===== src/rtl/mcu_mem_pkg.sv =====
// mcu_mem_pkg: shared FSM, operation and counter encodings for the memory responder
package mcu_mem_pkg;
  localparam int CNT_W = 4;
  localparam logic [1:0] IDLE = 2'd0;
  localparam logic [1:0] WAIT = 2'd1;
  localparam logic [1:0] DONE = 2'd2;
  localparam logic OP_RD = 1'b0;
  localparam logic OP_WR = 1'b1;
endpackage


===== src/rtl/mem_array.sv =====
// mem_array: DEPTH x 8 storage with synchronous write and registered read, no reset
module mem_array #(
  parameter int DEPTH = 256,
  parameter int AW = $clog2(DEPTH)
) (
  input  logic          clk,
  input  logic          we,
  input  logic [AW-1:0] waddr,
  input  logic [7:0]    wdata,
  input  logic [AW-1:0] raddr,
  output logic [7:0]    rdata
);
  logic [7:0] mem [DEPTH];
  // write on enable, read the addressed word every edge
  always_ff @(posedge clk) begin
    if (we) mem[waddr] <= wdata;
    rdata <= mem[raddr];
  end
endmodule


===== src/rtl/mem_responder.sv =====
// mem_responder: fixed-latency memory slave; define MEM_RANGE_CHK_EN to flag addresses >= DEPTH
module mem_responder
  import mcu_mem_pkg::*;
#(
  parameter int WAIT_CYCLES = 1,
  parameter int DEPTH = 256
) (
  input  logic       clk,
  input  logic       rst,
  input  logic       RDRequest_i,
  input  logic       WRRequest_i,
  input  logic [7:0] ExternAddr_i,
  input  logic [7:0] ExternVal_i,
  output logic [7:0] ExternVal_o,
  output logic       Ready_o,
  output logic       Busy_o,
  output logic       Err_o
);
  localparam int AW = $clog2(DEPTH);
  logic [1:0] state, state_nxt;
  logic [CNT_W-1:0] cnt;
  logic op, err_q, addr_err, req, done_edge, we;
  logic [7:0] addr_q, wdata_q, rdata;
  logic [AW-1:0] raddr;
  assign req = RDRequest_i | WRRequest_i;
  assign done_edge = (state == WAIT) && (cnt == '0);
  assign we = !rst && done_edge && (op == OP_WR) && !err_q;
  assign raddr = (state == IDLE) ? ExternAddr_i[AW-1:0] : addr_q[AW-1:0];
  assign Ready_o = (state == DONE);
  assign Busy_o = (state != IDLE);
`ifdef MEM_RANGE_CHK_EN
  assign addr_err = {1'b0, ExternAddr_i} >= 9'(DEPTH);
  assign Err_o = Ready_o & err_q;
`else
  assign addr_err = 1'b0;
  assign Err_o = 1'b0;
`endif
  // next state: capture in IDLE, count down in WAIT, DONE lasts one cycle
  always_comb begin
    state_nxt = (state == IDLE) ? (req ? WAIT : IDLE) :
                (state == WAIT) ? ((cnt == '0) ? DONE : WAIT) : IDLE;
  end
  // state, latency counter and read-data register
  always_ff @(posedge clk) begin
    if (rst) begin
      state <= IDLE;
      cnt <= '0;
      ExternVal_o <= '0;
    end else begin
      state <= state_nxt;
      if (state == IDLE && req) cnt <= CNT_W'(WAIT_CYCLES - 1);
      else if (state == WAIT && cnt != '0) cnt <= cnt - 1'b1;
      if (done_edge && op == OP_RD) ExternVal_o <= err_q ? 8'h00 : rdata;
    end
  end
  // captured request copies; write wins when both requests are high
  always_ff @(posedge clk) begin
    if (state == IDLE && req) begin
      op <= WRRequest_i ? OP_WR : OP_RD;
      addr_q <= ExternAddr_i;
      wdata_q <= ExternVal_i;
      err_q <= addr_err;
    end
  end
  mem_array #(.DEPTH(DEPTH), .AW(AW)) u_mem (
    .clk(clk),
    .we(we),
    .waddr(addr_q[AW-1:0]),
    .wdata(wdata_q),
    .raddr(raddr),
    .rdata(rdata)
  );
endmodule


===== config.mk =====
export PLATFORM = sky130hd
export DESIGN_NAME = mem_responder
export DESIGN_NICKNAME = d
export VERILOG_FILES = /design/src/rtl/mcu_mem_pkg.sv /design/src/rtl/mem_array.sv /design/src/rtl/mem_responder.sv
export SDC_FILE = /design/constraint.sdc
export NUM_CORES = 2
export LEC_CHECK = 0
export ABC_AREA = 1
export CAP_MARGIN = 20
export CELL_PAD_IN_SITES_DETAIL_PLACEMENT = 0
export CELL_PAD_IN_SITES_GLOBAL_PLACEMENT = 1
export CORE_AREA = 4 4 415 499
export DETAILED_ROUTE_END_ITERATION = 12
export DIE_AREA = 0 0 419 503
export PLACE_DENSITY = 0.77
export REMOVE_ABC_BUFFERS = 1
export SYNTH_ARGS = -nofsm -noshare
export SYNTH_HDL_FRONTEND = slang
export SYNTH_SLANG_ARGS = --single-unit

===== constraint.sdc =====
create_clock -name clk -period 10.8 [get_ports clk]
set_clock_uncertainty 0.2 [all_clocks]
set_input_delay 1.08 -clock clk [delete_from_list [all_inputs] [get_ports clk]]
set_output_delay 1.08 -clock clk [all_outputs]
set_load 0.03 [all_outputs]

# --- Word level (Yosys, flattened, before mapping) ---
# Memory sizes are Yosys's and may differ from the RTL's. A register that Yosys moved wholly into a read port is not among the register bits.
# Cells that the tools add are included.
word_totals:
  register_bits: 31
  ramBits: 2048
  inputBits: 20
  elab_cells: 32
  n_memories: 1
memory_table:
  columns: ["name", "words", "word_bits", "read_ports", "rd_ports_with_merged_regs", "wr", "line_no", "text"]
  rows:
  - ["u_mem.mem", 256, 8, 1, 1, 1, "mem_array.sv:13", "logic [7:0] mem [DEPTH];"]
op_classes:
  add_sub_neg: 1
  eq_ne: 2
  muxes: 8
  bitwise_logic: 2
  reduce_logical: 12
op_table:
  columns: ["cell", "n"]
  rows:
  - ["8-bit 2-to-1 mux", 1]
  - ["1-bit logical AND", 6]
  - ["2-bit 2-to-1 mux", 3]
  - ["4-bit logical NOT", 1]
  - ["1-bit 2-to-1 mux", 4]
  - ["4-bit nonzero test", 1]
  - ["4-bit by 1-bit subtractor with 4-bit output (second input constant)", 1]
  - ["2-bit by 1-bit equality test with 1-bit output (second input constant)", 1]
  - ["2-bit equality test (second input constant)", 1]
  - ["2-bit logical NOT", 1]
  - ["2-bit nonzero test", 1]
  - ["2-bit OR reduction", 1]
  - ["1-bit logical NOT", 1]
  - ["1-bit inverter", 1]
  - ["1-bit OR", 1]

# --- Depth between registers and ports, before layout ---
depth:
  ltp_word: 6
  mapped_depth: 17
  depth_no_buf: 14

# --- Hierarchy ---
# From an unflattened synthesis, not the netlist that was laid out.
hier_totals:
  hier_cells: 7163
  area_unflattened_um2: 84812.6
by_module_without_submodules:
  columns: ["module", "instances", "cells_each", "area_per_inst_um2", "seq_area_each_um2"]
  rows:
  - ["mem_array", 1, 7003, 83396.2, 61659.1]
  - ["mem_responder", 1, 160, 1416.4, 790.8]

# --- Worst setup path after synthesis ---
# OpenSTA, ideal clock, no wires.
synth_path:
  kind: "register to register"
  start: "register wdata_q[0]"
  end: "memory u_mem.mem[0][0] (data pin)"
  setup_time_ns: 0.817
  arrival_ns: 3.228
  slack_ns: 6.554
  path_stages_with_launch: 1
  n_path_buf: 0
  synth_period_minus_slack_ns: 4.246
  path_cell_list: "edfxtp_1"
synth_lines:
  columns: ["element", "line_no", "text"]
  rows:
  - ["start: declaration", "mem_responder.sv:23", "logic [7:0] addr_q, wdata_q, rdata;"]
  - ["start signal: assignment", "mem_responder.sv:61", "wdata_q <= ExternVal_i;"]
  - ["end: declaration", "mem_array.sv:13", null]
# No word-level cell before the write port.

# --- Worst setup path in the final report ---
layout_path:
  start: "register state[1]"
  end: "register u_mem.rdata[2], read port of u_mem.mem"
layout_between:
  elab_chain_len: 2
layout_lines:
  columns: ["element", "line_no", "text"]
  rows:
  - ["start: declaration", "mem_responder.sv:20", "logic [1:0] state, state_nxt;"]
  - ["start signal: assignment", "mem_responder.sv:50", "state <= state_nxt;"]
  - ["2-bit logical NOT", "mem_responder.sv:28", "assign raddr = (state == IDLE) ? ExternAddr_i[AW-1:0] : addr_q[AW-1:0];"]
  - ["8-bit 2-to-1 mux", "mem_responder.sv:28", null]
  - ["end: declaration", "mem_array.sv:11", "output logic [7:0] rdata"]
# No other way between the ends.
# A chain may end at the register's enable or synchronous reset.

==> qor.csv <==
metric,value,unit
status,finished clean,
Clock Latency Late Sink,0.84,ns
FMAX,0.1893,GHz
synth top area cells,"edfxtp_1, nand2_1, nand3_1",
Die Width,419,µm
Clock Path Buffers,3,
Crit-path slowest cell,buf_4,
cell mode on critical path,nand3_1,
Sequential Area,0.06245,mm²
Pleak,39.54,nW
CTS tree,done,
Post-DP HPWL,133700,µm
Pwr Density,187.2,mW/mm²
arrival time at the worst endpoint,5.81,ns
post-layout net count,8558,
Pwr Total,18.48,mW
worst path required time,11.32,ns
critical path startpoint category,register,
RePlAce Congestion,0.8484,
ys flop type,edfxtp_1,
synth unique cells,31,
Final Cycle Share,48.92,%
"Hold-fix buffers, CTS",0,
die area,0.2108,mm²
final setup slack of the worst path,5.517,ns
sequential area share after synthesis,68.81,%
Pre-antenna DRT Iters,6,
Seq cells post-synth,2087,
Routed Wire Length,248300,µm
Mapped Avg Cell Area,10.42,µm²
"Critical Path, Cell by Cell","nor2_4, nand2_4, nand2_8, buf_4, buf_4, nand2_1, nand3_1, nand3_1, nand3_1, nand3_1, nand3_1, nand3_1, nand3_1, nand2_1",
core area,0.2022,mm²
clk slew on worst S/H paths,0.06,ns
Final Slew Violations,0,
cell row count,181,
die height,503,µm
RSZ-0062 raised after global routing,false,
DR DRC count,0,
Synth Instances,8712,
vias,59880,
post-synthesis cell area,0.09075,mm²
Area Overhead vs Synth,8.763,%
synth cell count leaders,"nand2_1, edfxtp_1, nand3_1, inv_1, buf_2",
worst hold path class,register to register,
CTS Buf Count,196,
Top Ports,31,
Post-synth EDFFs,2065,
Fin. Hold Viols,0,
drt via density,5.279,
Critical Path Max Stage Delay,0.76,ns
multi-input logic area,0.02021,mm²
Async SR Flop Fraction,0,%
largest net degree at the start of global routing,201,
vias in the first global route,56900,
most frequent cell after synthesis,nand2_1,
CTS-repair resized insts,0,
port bufs,29,
share of the synthesized area in the top cell type,68.33,%
first-pass GRT wire length,367500,µm
Tot GR Track Use,23.23,%
YS warnings,0,
cell taking the most area after synthesis,edfxtp_1,
Max IR drop VDD,179.0,µV
setup bufs post-CTS,0,
Worst-Margin Slew,1.194,ns
initial antenna violation count,8,
Final ANT Viol Nets,0,
CTS root buf,clkbuf_16,
share of cells above drive strength 1,4.581,%
Slew HR,20.14,%
final hold slack,0.2539,ns
WS Path Type,register to register,
endpoint class of the critical path,register,
Fillers,18110,
DR WL/cell,21.89,µm
clk sinks,2087,
GRT Residual Overflow,0,
Setup Slack @ Placement,4.967,ns
initial core utilization,44.88,%
largest fanout on the critical path,89,
final setup vio count,0,
max-cap violation count,0,
drt initial violations,6109,
Tmin final,5.283,ns
H-Tree Depth,4,
-- final timing paths --
check	startpoint	cells past startpoint	endpoint	slack [ns]
max	state[1]	14	u_mem.rdata[2]	5.52
max reg2reg	state[1]	14	u_mem.rdata[2]	5.52
min reg2reg	ExternVal_o[6]	2	ExternVal_o[6]	0.25
min	ExternVal_o[6]	2	ExternVal_o[6]	0.25
-- flip-flops by register name, summed over array words and instances (netlist names) --
name	cells
wdata_q	8
u_mem.mem	2048
state	2
addr_q	8
cnt	4
ExternVal_o	8
u_mem.rdata	8
op	1
-- cell usage in the layout, fill, tap and decap left out, types with 3 or more instances in the layout --
cell,netlist,layout
a21oi_1,11,11
buf_12,0,20
buf_4,48,62
bufinv_16,0,7
clkbuf_1,65,54
clkbuf_16,0,201
clkdlybuf4s50_1,0,29
clkinv_1,0,41
clkinv_2,0,38
clkinvlp_4,0,3
dfxtp_1,22,22
diode_2,0,3
edfxtp_1,2065,2065
inv_1,1502,1499
inv_2,3,4
nand2_1,2418,2401
nand2_2,19,33
nand2_4,3,5
nand3_1,1756,1756
nor2_1,268,268
nor3_4,3,3
o211ai_1,48,48
o21ai_0,82,80
o21ai_1,10,9
o21ai_4,0,6
-- kinds of logic (layout without fill, tap and decap cells) --
family / Yosys count / count (layout) / share of synthesized area [%]
flip-flops: 2087 / 2087 / 68.81
other: 1 / 4 / 0.004132
buffers and inverters: 1991 / 1967 / 9.055
adder cells (fa/ha/maj): 2 / 2 / 0.02757
AND/OR/NAND/NOR: 4474 / 4474 / 21.08
AO/OA/AOI/OAI: 157 / 157 / 1.020
-- metal layers --
metal | vias up | routed length, µm | track usage [%]
met5 | - | 0 | 0
met4 | 0 | 10290 | 9.255
met3 | 420 | 17870 | 3.391
met2 | 2235 | 118600 | 38.25
met1 | 29110 | 101500 | 31.17
li1 | 28120 | - | -
-- cell type report --
type / instances / area share, %
antenna: 3 / 0.007606
clock buffer: 256 / 5.315
clock inverter: 94 / 0.6401
inverter: 1505 / 5.733
multi-input combinational: 4634 / 20.47
sequential: 2087 / 63.27
tap: 2653 / 3.363
timing repair buffer: 112 / 1.199
-- critical path, delay by kind of cell (launching register included) --
family	cells	cell delay, ns
DFF	1	0.37
and+or+nand+nor	12	3.16
buffers and inverters	2	1.30
-- power by group --
group | leakage [nW] | internal (mW) | total (mW) | switching, mW
Clock | 2.89 | 3.57 | 6.52 | 2.95
Sequential | 18.7 | 9.05 | 9.07 | 0.0184
Combinational | 17.9 | 0.670 | 2.89 | 2.22
-- stage by stage --
| step | std cells | area (µm²) | util [%] | TNS [ns] |
|---|---|---|---|---|
| finish | 11340 | 98710 | 48.81 | 0 |
| global route | 11340 | 98700 | 48.81 | 0 |
| CTS | 11340 | 98670 | 48.79 | 0 |
| detailed placement | 10990 | 92790 | 45.88 | 0 |
| global placement | 10990 | 92790 | 45.88 | 0 |
| floorplan | 8226 | 88180 | - | -60.57 |
Note: power is estimated with default switching activity, not from simulation.
